<file path="src/rtl/alu_issue_stage_pkg.sv">
// Shared definitions for the ALU issue stage and its combinational ALU.
// Contents:
//   AluDataWidth - default operand/result width
//   alu_op_e     - ALUop encodings (AND, OR, ADD, SUB, SLT)
//   is_alu_op    - true when a 3-bit code is one of the defined operations
package alu_issue_stage_pkg;

    localparam int unsigned AluDataWidth = 32;

    typedef enum logic [2:0] {
        AluAnd = 3'b000,
        AluOr  = 3'b001,
        AluAdd = 3'b010,
        AluSub = 3'b110,
        AluSlt = 3'b111
    } alu_op_e;

    function automatic logic is_alu_op(input logic [2:0] op);
        return (op == AluAnd) || (op == AluOr) || (op == AluAdd) ||
               (op == AluSub) || (op == AluSlt);
    endfunction

endpackage

</file>
<file path="src/rtl/alu_issue_stage_alu.sv">
// Combinational ALU used by the issue stage.
// Ports:
//   a_i, b_i    - operands
//   op_i        - ALUop code (see alu_op_e)
//   result_o    - operation result; 0 for undefined codes
//   zero_o      - result equals zero (forced 0 for undefined codes)
//   overflow_o  - signed overflow, ADD/SUB only
//   carry_o     - carry out of the adder, ADD/SUB only
//   err_o       - op_i is not a defined operation
module alu_issue_stage_alu
    import alu_issue_stage_pkg::*;
#(
    parameter int unsigned Width = AluDataWidth
) (
    input  logic [Width-1:0] a_i,
    input  logic [Width-1:0] b_i,
    input  logic [2:0]       op_i,
    output logic [Width-1:0] result_o,
    output logic             zero_o,
    output logic             overflow_o,
    output logic             carry_o,
    output logic             err_o
);

    localparam int unsigned Msb = Width - 1;

    logic [Width:0] sum_ext;

    always_comb begin
        sum_ext    = '0;
        result_o   = '0;
        overflow_o = 1'b0;
        carry_o    = 1'b0;
        err_o      = 1'b0;
        case (op_i)
            AluAnd: result_o = a_i & b_i;
            AluOr:  result_o = a_i | b_i;
            AluAdd: begin
                sum_ext    = {1'b0, a_i} + {1'b0, b_i};
                result_o   = sum_ext[Width-1:0];
                carry_o    = sum_ext[Width];
                overflow_o = (a_i[Msb] == b_i[Msb]) && (result_o[Msb] != a_i[Msb]);
            end
            AluSub: begin
                // A - B as A + ~B + 1; carry set means no borrow.
                sum_ext    = {1'b0, a_i} + {1'b0, ~b_i} + {{Width{1'b0}}, 1'b1};
                result_o   = sum_ext[Width-1:0];
                carry_o    = sum_ext[Width];
                overflow_o = (a_i[Msb] != b_i[Msb]) && (result_o[Msb] != a_i[Msb]);
            end
            AluSlt: result_o = {{(Width-1){1'b0}}, ($signed(a_i) < $signed(b_i))};
            default: err_o = 1'b1;
        endcase
        zero_o = !err_o && (result_o == '0);
    end

endmodule

</file>
<file path="src/rtl/alu_issue_stage.sv">
// ALU issue stage: a small operand FIFO feeding a combinational ALU whose result
// and flags are registered in a single output slot with valid/ready handshakes.
// Ports:
//   clk, rst                   - clock, synchronous active-high reset
//   in_valid/in_ready          - upstream handshake
//   in_A, in_B, in_ALUop       - operation pushed into the FIFO
//   out_valid/out_ready        - downstream handshake
//   out_Result, out_Zero,
//   out_Overflow, out_CarryOut - registered ALU result and flags
//   out_err                    - registered operation had an undefined ALUop
//   op_count                   - completed output handshakes (wraps at 16 bits)
module alu_issue_stage
    import alu_issue_stage_pkg::*;
#(
    parameter int unsigned DATA_WIDTH = AluDataWidth,
    parameter int unsigned FIFO_DEPTH = 2
) (
    input  logic                  clk,
    input  logic                  rst,
    input  logic                  in_valid,
    output logic                  in_ready,
    input  logic [DATA_WIDTH-1:0] in_A,
    input  logic [DATA_WIDTH-1:0] in_B,
    input  logic [2:0]            in_ALUop,
    output logic                  out_valid,
    input  logic                  out_ready,
    output logic [DATA_WIDTH-1:0] out_Result,
    output logic                  out_Zero,
    output logic                  out_Overflow,
    output logic                  out_CarryOut,
    output logic                  out_err,
    output logic [15:0]           op_count
);

    localparam int unsigned CntW = $clog2(FIFO_DEPTH + 1);
    localparam int unsigned PtrW = (FIFO_DEPTH > 1) ? $clog2(FIFO_DEPTH) : 1;

    localparam logic [0:0] SlotEmpty = 1'b0;
    localparam logic [0:0] SlotFull  = 1'b1;

    // Operand FIFO storage (datapath only, no reset needed).
    logic [DATA_WIDTH-1:0] fifo_a_q  [FIFO_DEPTH];
    logic [DATA_WIDTH-1:0] fifo_b_q  [FIFO_DEPTH];
    logic [2:0]            fifo_op_q [FIFO_DEPTH];

    logic [CntW-1:0] count_q, count_d;
    logic [PtrW-1:0] wr_ptr_q, wr_ptr_d;
    logic [PtrW-1:0] rd_ptr_q, rd_ptr_d;

    logic [0:0]            state_q, state_d;
    logic [DATA_WIDTH-1:0] result_q, result_d;
    logic                  zero_q, zero_d;
    logic                  ovf_q, ovf_d;
    logic                  carry_q, carry_d;
    logic                  err_q, err_d;
    logic [15:0]           op_count_q, op_count_d;

    logic                  push;
    logic                  capture;
    logic                  out_hs;
    logic                  fifo_empty;

    logic [DATA_WIDTH-1:0] alu_result;
    logic                  alu_zero;
    logic                  alu_ovf;
    logic                  alu_carry;
    logic                  alu_err;

    // Readiness depends only on occupancy, so a full FIFO never accepts even
    // when the head is being popped in the same cycle.
    assign in_ready   = !rst && (count_q < CntW'(FIFO_DEPTH));
    assign push       = in_valid && in_ready;
    assign fifo_empty = (count_q == '0);
    assign capture    = !fifo_empty && ((state_q == SlotEmpty) || out_ready);
    assign out_hs     = out_valid && out_ready;

    alu_issue_stage_alu #(
        .Width(DATA_WIDTH)
    ) u_alu (
        .a_i        (fifo_a_q[rd_ptr_q]),
        .b_i        (fifo_b_q[rd_ptr_q]),
        .op_i       (fifo_op_q[rd_ptr_q]),
        .result_o   (alu_result),
        .zero_o     (alu_zero),
        .overflow_o (alu_ovf),
        .carry_o    (alu_carry),
        .err_o      (alu_err)
    );

    always_comb begin
        wr_ptr_d = wr_ptr_q;
        rd_ptr_d = rd_ptr_q;
        count_d  = count_q;
        if (push) begin
            wr_ptr_d = (wr_ptr_q == PtrW'(FIFO_DEPTH - 1)) ? '0 : wr_ptr_q + PtrW'(1);
        end
        if (capture) begin
            rd_ptr_d = (rd_ptr_q == PtrW'(FIFO_DEPTH - 1)) ? '0 : rd_ptr_q + PtrW'(1);
        end
        case ({push, capture})
            2'b10:   count_d = count_q + CntW'(1);
            2'b01:   count_d = count_q - CntW'(1);
            default: count_d = count_q;
        endcase
    end

    always_comb begin
        state_d  = state_q;
        result_d = result_q;
        zero_d   = zero_q;
        ovf_d    = ovf_q;
        carry_d  = carry_q;
        err_d    = err_q;
        if (capture) begin
            state_d  = SlotFull;
            result_d = alu_result;
            zero_d   = alu_zero;
            ovf_d    = alu_ovf;
            carry_d  = alu_carry;
            err_d    = alu_err;
        end else if ((state_q == SlotFull) && out_ready) begin
            state_d = SlotEmpty;
        end
        op_count_d = out_hs ? op_count_q + 16'd1 : op_count_q;
    end

    always_ff @(posedge clk) begin
        if (push) begin
            fifo_a_q[wr_ptr_q]  <= in_A;
            fifo_b_q[wr_ptr_q]  <= in_B;
            fifo_op_q[wr_ptr_q] <= in_ALUop;
        end
    end

    always_ff @(posedge clk) begin
        if (rst) begin
            count_q    <= '0;
            wr_ptr_q   <= '0;
            rd_ptr_q   <= '0;
            state_q    <= SlotEmpty;
            result_q   <= '0;
            zero_q     <= 1'b0;
            ovf_q      <= 1'b0;
            carry_q    <= 1'b0;
            err_q      <= 1'b0;
            op_count_q <= '0;
        end else begin
            count_q    <= count_d;
            wr_ptr_q   <= wr_ptr_d;
            rd_ptr_q   <= rd_ptr_d;
            state_q    <= state_d;
            result_q   <= result_d;
            zero_q     <= zero_d;
            ovf_q      <= ovf_d;
            carry_q    <= carry_d;
            err_q      <= err_d;
            op_count_q <= op_count_d;
        end
    end

    // Outputs are masked while rst is high so a stale slot never shows as
    // valid (or handshakes) in the cycle reset is applied.
    assign out_valid    = (state_q == SlotFull) && !rst;
    assign out_Result   = rst ? '0 : result_q;
    assign out_Zero     = zero_q && !rst;
    assign out_Overflow = ovf_q && !rst;
    assign out_CarryOut = carry_q && !rst;
    assign out_err      = err_q && !rst;
    assign op_count     = op_count_q;

endmodule

</file>
<file path="config.mk">
export PLATFORM = sky130hd
export DESIGN_NAME = alu_issue_stage
export DESIGN_NICKNAME = d
export VERILOG_FILES = /design/src/rtl/alu_issue_stage_pkg.sv /design/src/rtl/alu_issue_stage_alu.sv /design/src/rtl/alu_issue_stage.sv
export SDC_FILE = /design/constraint.sdc
export NUM_CORES = 1
export LEC_CHECK = 0
export ABC_AREA = 1
export CORE_ASPECT_RATIO = 1.25
export CORE_MARGIN = 1.5
export CORE_UTILIZATION = 60
export DETAILED_ROUTE_END_ITERATION = 6
export MAX_ROUTING_LAYER = met4
export PLACE_DENSITY = 0.82
export SETUP_SLACK_MARGIN = 0.3
export SYNTH_ARGS = -nofsm -noshare
export SYNTH_HDL_FRONTEND = slang
export SYNTH_SLANG_ARGS = --single-unit
</file>
<file path="constraint.sdc">
create_clock -name clk -period 7.6 [get_ports clk]
set_input_delay 1.52 -clock clk [delete_from_list [all_inputs] [get_ports clk]]
set_output_delay 1.52 -clock clk [all_outputs]
set_load 0.02 [all_outputs]
</file>
; ---- Word-level counts from Yosys, hierarchy flattened
; Memory sizes are Yosys's and may differ from the RTL's. A register that Yosys moved wholly into a read port is not among the register bits.
; Index checks and enable logic that the tools add are counted.
[op_classes]
n_reduce_logical = 22
n_mux = 18
n_addsub = 8
magnitude_cmp = 2
n_bitwise = 4
eq_ne = 10
[ops]
columns = op, count
row1 = $pmux W32 S5, 1
row2 = $add A32 B32 Y33, 2
row3 = $add A33 B1 Y33 const B, 1
row4 = $and A32 B32 Y32, 1
row5 = $logic_not A32 Y1, 1
row6 = $lt A32 B32 Y1, 1
row7 = $mux W32, 1
row8 = $not A32 Y32, 1
row9 = $or A32 B32 Y32, 1
row10 = $add A16 B1 Y16 const B, 1
row11 = $logic_and A1 B1 Y1, 13
row12 = $mux W1, 13
row13 = $eq A3 B3 Y1 const B, 2
row14 = $reduce_or A5 Y1, 1
row15 = $pmux W1 S2, 2
row16 = $pmux W2 S2, 1
row17 = $reduce_bool A2 Y1, 2
row18 = $eq A3 B1 Y1 const B, 1
row19 = $eq A3 B2 Y1 const B, 1
row20 = $logic_not A3 Y1, 1
row21 = $ne A1 B1 Y1, 3
row22 = $add A1 B1 Y1 const B, 2
row23 = $add A2 B1 Y2 const B, 1
row24 = $eq A2 B1 Y1 const B, 1
row25 = 8 further kinds, 9
[totals]
n_memories = 3
output_inout_bits = 54
mem_bits_rw = 134
ff_bits = 57
inputBits = 71
wordCells = 77
[mem_list]
columns = name, words, word_bits, read_ports, rd_ports_with_merged_regs, wr, line
row1 = fifo_a_q, 2, 32, 1, 1, 1, alu_issue_stage.sv:42  ; logic [DATA_WIDTH-1:0] fifo_a_q [FIFO_DEPTH];
row2 = fifo_b_q, 2, 32, 1, 1, 1, alu_issue_stage.sv:43  ; logic [DATA_WIDTH-1:0] fifo_b_q [FIFO_DEPTH];
row3 = fifo_op_q, 2, 3, 1, 1, 1, alu_issue_stage.sv:44  ; logic [2:0] fifo_op_q [FIFO_DEPTH];

; ---- Depth between registers and ports, before layout
; Gate-level depths: netlist of the first run.
[logic_depth]
word_depth = 6
mapped_depth = 26
mapped_depth_nobuf = 24

; ---- Hierarchy
; From an unflattened synthesis of the first run, not the netlist that was laid out.
[unflattened]
hier_cells = 1873
hier_area_um2 = 13857.0
[by_module_without_submodules]
columns = module, cells_each, instances, area_per_inst_um2, seq_area_each_um2
row1 = alu_issue_stage, 561, 1, 7388.3, 5185.0
row2 = alu_issue_stage_alu, 1312, 1, 6468.7, 0.0

; ---- Worst setup path before layout of the first run
; OpenSTA, ideal clock, no wires.
[synth_timing]
path_type = input -> register
startpoint = input port rst
endpoint = memory fifo_a_q[1][0] in the netlist's numbering, enable pin
path_buffers = 1
t_arrival_ns = 5.012
cell_stages = 4
setup_time_ns = 0.494
required_ns = 7.106
slack_ns = 2.093
path_cell_list = buf_6 > nor2_1 > nand2_1 > nor2_1
[synth_between]
elab_chain_cells = 5
[synth_rtl]
columns = element, line
row1 = from (decl), alu_issue_stage.sv:19  ; input logic rst,
row2 = $logic_not A1 Y1, alu_issue_stage.sv:71  ; assign in_ready = !rst && (count_q < CntW'(FIFO_DEPTH));
row3 = $logic_and A1 B1 Y1, alu_issue_stage.sv:71
row4 = named net in_ready, alu_issue_stage.sv:21  ; output logic in_ready,
row5 = $logic_and A1 B1 Y1, alu_issue_stage.sv:72  ; assign push = in_valid && in_ready;
row6 = $mux W1, alu_issue_stage.sv:128  ; if (push) begin
row7 = $mux W1 (implied by the code), alu_issue_stage.sv:129  ; fifo_a_q[wr_ptr_q] <= in_A;
row8 = to (decl), alu_issue_stage.sv:42
; The timed path passes the listed nets, and every way through them passes these cells.

; ---- Worst setup path in the final report of the first run
[layout_timing]
startpoint = input port rst
endpoint = output port in_ready
[layout_between]
elab_chain_cells = 2
[layout_rtl]
columns = element, line
row1 = $logic_not A1 Y1, alu_issue_stage.sv:71
row2 = $logic_and A1 B1 Y1, alu_issue_stage.sv:71
row3 = to (decl), alu_issue_stage.sv:21
; No other way between the ends.

==> impl_metrics.py, run 1 <==
metrics = {
    "placement": {
        "hpwl_um": 31100,
        "io_buffer_count": 124,
        "placed_cells": 2458,
        "gp_congestion": 0.995,
        "dp_slack_ps": 2970,
    },
    "sta": {
        "fmax_ghz": 0.215,
        "fin_crit_sh": 0.612,
        "hold_viol": 0,
        "fin_tns_setup_ps": 0,
        "setup_viol": 0,
        "maxSlewViolCount": 0,
        "hold-worst-slack_ps": 461,
        "final.setup_skew_ps": 11.2,
        "fin_crit_ps": 4650,
        "tightest_slew_ps": 1230,
        "relSlewSlack": 0.170,
        "grt_setup_unrepaired": "false",
        "fin_ws_ps": 2950,
    },
    "flow_run": {
        "maxCapViolCount": 0,
    },
    "global_route": {
        "antenna_found_initial": 0,
        "grt_pass1_vias": 12400,
        "globalRouteOverflowTotal": 0,
        "grtUsageTotal": 0.339,
        "grt_max_degree": 75,
        "grt_pass1_wl_um": 62700,
    },
    "clock_network": {
        "cts_root_buf": "clkbuf_16",
        "clockBufferDepth": 2,
        "clk_latency_ps": 460,
        "cts.sinks": 192,
        "cts_max_level": 4,
        "cts_resized": 0,
        "post_cts_buffers": 0,
        "postCtsHoldBufs": 0,
        "cts.clk_slew.worst_paths_ps": 80,
        "cts_tree": "built",
        "cts_buffers": 17,
    },
    "detailed_routing": {
        "dr.pass1.iters": 6,
        "vias": 13300,
        "wl_per_cell_um": 16.2,
        "drt-total-wl_um": 40300,
        "drt_iter0_drc": 1008,
        "ant_nets": 0,
        "via_per_inst": 5.34,
        "post-route-drc-count": 0,
    },
    "final_layout": {
        "layout_commonest_cell": "nand2_1",
        "stdcell_count": 2490,
        "final_cell_mix": "567 x nand2_1, 456 x inv_1, 239 x nor2_1, 134 x nand3_1, 134 x edfxtp_1",
        "antenna_cells": 0,
        "final_net_count": 2362,
        "drive_above_1_share": 0.0427,
        "synthToLayoutAreaGrowth_pct": 13.4,
    },
    "setup_path": {
        "path_class": "in2out",
        "crit_buf_inv": 2,
        "cp-end-kind": "primary output",
        "crit_slowest_cell": "buf_2",
        "max_stage_delay_ps": 800,
        "worstPathMaxFanout": 61,
        "required_ps": 6080,
        "crit_chain": "buf_2 > nor2_1 > clkdlybuf4s50_1",
        "cp.arrival_ps": 3130,
        "r2r_slack_ps": 3340,
        "cp_top_family": "buffers and inverters",
        "critPathLaunchType": "input port",
    },
    "power": {
        "vdd_drop_max_mv": 0.237,
        "p_per_area_nw_per_um2": 419,
        "power_uw": 6780,
        "leakagePower_uw": 0.00813,
    },
    "floorplan": {
        "die-area_um2": 24700,
        "initial_utilization": 0.615,
        "io_pins": 125,
        "die_x_um": 141,
        "fp.dieH_um": 175,
        "fp-row-count": 62,
        "core_area_um2": 23200,
    },
    "yosys": {
        "async_reset_ff_frac": 0,
        "synth_top_flop_cell": "edfxtp_1",
        "synth_edf_count": 134,
        "seq_area_frac_synth": 0.363,
        "syn_nets": 2283,
        "synth.distinct_cells": 45,
        "syn-cell-area_um2": 14300,
        "yosys_warnings": 0,
        "syn_inst": 2110,
        "syn-mean-instance-area_um2": 6.76,
        "ys_ff_latch": 192,
    },
    "outcome": {
        "status": "completed",
    },
    "min_path": {
        "hold_class": "reg2reg",
    },
}
cell families (layout without fill, tap and decap cells):
family          Yosys count  count (layout)  share of synthesized area
compound gates          255             255                     0.0952
simple gates           1024            1024                      0.301
buf+inv                 532             624                      0.147
fa+ha+maj               102             102                     0.0905
flops                   192             192                      0.363
xor+xnor                  5               5                    0.00307
metal layers:
metal  wire length, um  global-route usage
met1             17300               0.423
met2             19100               0.560
met3              2560              0.0455
met4              1340               0.136
met5                 0                   -
final cells by class:
class	instances	area (um2)
Clock buffer	17	425
Inverter	464	1740
Tap cell	288	360
Clock inverter	15	181
Timing Repair Buffer	128	1270
Sequential cell	192	5190
Multi-Input combinational cell	1386	7010
Fill cell	2004	7020
where the power goes:
group | internal [uW] | leakage, uW | switching [uW]
clock | 474 | 0.000294 | 459
sequential | 1270 | 0.00170 | 89.2
combinational | 1320 | 0.00614 | 3170
registers in the layout, indices dropped and copies added (netlist names), 2 cells and up, named ones only:
name	cells
fifo_b_q	64
result_q	32
fifo_op_q	6
op_count	16
fifo_a_q	64
count_q	2
stage by stage:
step           area [um2]  utilization
6_report            16200        0.697
5_1_grt             16200        0.697
4_1_cts             16200        0.697
3_5_place_dp        15600        0.671
3_3_place_gp        15600        0.671
2_1_floorplan       14300            -
worst paths after layout:
path                                               from                 endpoint  depth (start not counted)
worst max register to register                 register      zero_q$_SDFFE_PP0P_                         17
worst max-delay path                                rst                 in_ready                          3
worst min register to register  count_q[0]$_SDFFE_PP0P_  count_q[0]$_SDFFE_PP0P_                          1
worst min-delay path            count_q[0]$_SDFFE_PP0P_  count_q[0]$_SDFFE_PP0P_                          1
synthesized netlist by cell type, drive strengths merged, types with 16 or more instances:
cell type | number | share of area
a21oi | 111 | 0.040
buf | 39 | 0.017
clkbuf | 29 | 0.0077
dfxtp | 58 | 0.081
edfxtp | 134 | 0.28
ha | 100 | 0.088
inv | 462 | 0.12
nand2 | 582 | 0.16
nand3 | 139 | 0.051
nand4 | 20 | 0.0096
nor2 | 257 | 0.071
nor3 | 16 | 0.0075
o21ai | 116 | 0.041
No activity file was read; power rests on OpenSTA's default activity.
==> inputs of run 2 (changes only) <==
--- a/config.mk
+++ b/config.mk
@@ -8,10 +8,10 @@
 export ABC_AREA = 1
 export CORE_ASPECT_RATIO = 1.25
 export CORE_MARGIN = 1.5
-export CORE_UTILIZATION = 60
+export CORE_UTILIZATION = 59
 export DETAILED_ROUTE_END_ITERATION = 6
 export MAX_ROUTING_LAYER = met4
-export PLACE_DENSITY = 0.82
+export PLACE_DENSITY = 0.81
 export SETUP_SLACK_MARGIN = 0.3
 export SYNTH_ARGS = -nofsm -noshare
 export SYNTH_HDL_FRONTEND = slang
==> constraint.sdc (replaced) <==
create_clock -name clk -period 4.6 [get_ports clk]
set_input_delay 0.92 -clock clk [delete_from_list [all_inputs] [get_ports clk]]
set_output_delay 0.92 -clock clk [all_outputs]
set_load 0.02 [all_outputs]
==> impl_metrics.py, run 2 (synthesis gave the netlist of run 1 again) <==
metrics = {
    "setup_path": {
        "required_ps": 4990,
        "critPathLaunchType": "register",
        "timing.rr.end": "zero_q$_SDFFE_PP0P_",
        "path_class": "reg2reg",
        "cp.arrival_ps": 4360,
        "worstPathMaxFanout": 36,
        "reg2reg_depth": 23,
        "cp-end-kind": "register",
        "r2r_slack_ps": 630,
    },
    "final_layout": {
        "final_net_count": 2372,
        "reg_top3": "fifo_a_q (64), fifo_b_q (64), result_q (32)",
        "final_cell_mix": "567 x nand2_1, 456 x inv_1, 239 x nor2_1, 134 x nand3_1, 134 x edfxtp_1",
        "ff_latch_area_um2": 5190,
        "drive_above_1_share": 0.0466,
        "synthToLayoutAreaGrowth_pct": 14.2,
        "multi_input_comb_area_um2": 7010,
        "fill_cells": 2076,
        "layout_commonest_cell": "nand2_1",
    },
    "min_path": {
        "hold_class": "reg2reg",
        "min-delay-start": "count_q[0]$_SDFFE_PP0P_",
        "holdPathStages": 1,
        "holdPathEnd": "count_q[0]$_SDFFE_PP0P_",
    },
    "sta": {
        "final.setup_skew_ps": 13.6,
        "relSlewSlack": 0.327,
        "fin_tns_setup_ps": 0,
        "fin_crit_sh": 0.863,
        "maxSlewViolCount": 0,
        "fin_ws_ps": 629,
        "hold_viol": 0,
        "tightest_slew_ps": 1010,
        "setup_viol": 0,
        "fin_crit_ps": 3970,
        "hold-worst-slack_ps": 460,
        "grt_setup_unrepaired": "false",
        "fmax_ghz": 0.252,
    },
    "floorplan": {
        "die_x_um": 142,
        "io_pins": 125,
        "die-area_um2": 25100,
        "initial_utilization": 0.601,
        "fp-row-count": 63,
        "fp.dieH_um": 177,
        "core_area_um2": 23700,
    },
    "detailed_routing": {
        "via_per_inst": 5.23,
        "post-route-drc-count": 0,
        "drt-total-wl_um": 40600,
        "ant_nets": 0,
        "wl_per_cell_um": 16.0,
        "vias": 13300,
        "drt_iter0_drc": 1230,
        "dr.pass1.iters": 6,
    },
    "clock_network": {
        "cts_resized": 0,
        "cts_max_level": 4,
        "clockBufferDepth": 2,
        "cts.clk_slew.worst_paths_ps": 80,
        "postCtsHoldBufs": 0,
        "cts_buffers": 17,
        "clk_latency_ps": 460,
        "cts.sinks": 192,
        "cts_root_buf": "clkbuf_16",
        "cts_tree": "built",
        "post_cts_buffers": 0,
    },
    "global_route": {
        "grt_pass1_wl_um": 62500,
        "antenna_found_initial": 1,
        "globalRouteOverflowTotal": 0,
        "grt_pass1_vias": 12200,
        "grt_max_degree": 71,
        "grtUsageTotal": 0.335,
    },
    "placement": {
        "hpwl_um": 32100,
        "io_buffer_count": 124,
        "dp_slack_ps": 585,
        "gp_congestion": 0.994,
    },
    "power": {
        "vdd_drop_max_mv": 0.368,
        "p_per_area_nw_per_um2": 685,
        "leakagePower_uw": 0.00817,
    },
    "flow_run": {
        "maxCapViolCount": 0,
    },
    "outcome": {
        "status": "completed",
    },
}
## run 2: cell count changes in the layout (fill, tap and decap cells not counted)
cell and change:
diode_2 +1, clkinv_8 -3, nor2_4 -1, clkinvlp_2 +1, bufinv_16 -1, nor2_2 +1
buf_4 +7, inv_6 -1, inv_8 +3, buf_12 +3, clkbuf_1 +1
## run 2: area by class of cell
type,count,area share
multi-input cells,1386,0.430
inverters,464,0.107
clock buffers,18,0.0264
diodes,1,0.000154
flip-flops and latches,192,0.319
clock inverters,14,0.00814
repair buffers,138,0.0847
well taps,325,0.0250
## run 2: critical path, stage by stage (launching register included)
cell     delay, ps
dfxtp_4        580
buf_4          250
o21ai_0        170
inv_1           90
ha_1           270
inv_1          100
fa_1           430
inv_1          120
nand3_1        100
nand3_1        190
nand2_1        100
nand2_1        200
nand3_1        100
nand2_1        130
nand2_1         70
nand2_1         70
nor2_1          50
nor2_1         250
nand2_1         90
nor2_1         100
nand3_1        130
nor2_1         130
nand3_1         90
nand2_1        100
## run 2: power by group
group | switching [uW] | internal (uW)
Combinational | 5240 | 2240
Sequential | 124 | 2100
Clock | 738 | 722
Total | 6100 | 5060
## run 2: worst max path at each step
stage | from | endpoint | slack, ps | cells past startpoint
2_1_floorplan | rst | fifo_a_q[1][0]$_DFFE_PP_ | 800 | 4
6_report | register | zero_q$_SDFFE_PP0P_ | 630 | 23
3_5_place_dp | register | zero_q$_SDFFE_PP0P_ | 580 | 23
3_3_place_gp | register | zero_q$_SDFFE_PP0P_ | 680 | 23
5_1_grt | register | zero_q$_SDFFE_PP0P_ | 400 | 23
4_1_cts | register | zero_q$_SDFFE_PP0P_ | 550 | 23
## run 2: routing by layer
metal / up-vias / share of wire / global-route usage
li1: 6693 / - / -
met4: 0 / 0.030 / 0.121
met1: 6044 / 0.44 / 0.436
met5: - / 0 / -
met2: 469 / 0.47 / 0.542
met3: 68 / 0.056 / 0.0392
## run 2: metrics by stage
stage / std cells / area [um2] / total power [uW] / util
floorplan: 2110 / 14300 / 7500 / -
CTS: 2536 / 16300 / 11000 / 0.685
detailed placement: 2504 / 15700 / 9510 / 0.662
global route: 2538 / 16300 / 12100 / 0.686
finish: 2538 / 16300 / 11200 / 0.686
global placement: 2504 / 15700 / 9400 / 0.662
==> inputs of run 3 (changes only) <==
--- a/config.mk
+++ b/config.mk
@@ -13,6 +13,7 @@
 export MAX_ROUTING_LAYER = met4
 export PLACE_DENSITY = 0.81
 export SETUP_SLACK_MARGIN = 0.3
+export SLEW_MARGIN = 20
 export SYNTH_ARGS = -nofsm -noshare
 export SYNTH_HDL_FRONTEND = slang
 export SYNTH_SLANG_ARGS = --single-unit
==> results of run 3 <==
No change in the layout: final DEF, timing and power equal those of run 2.
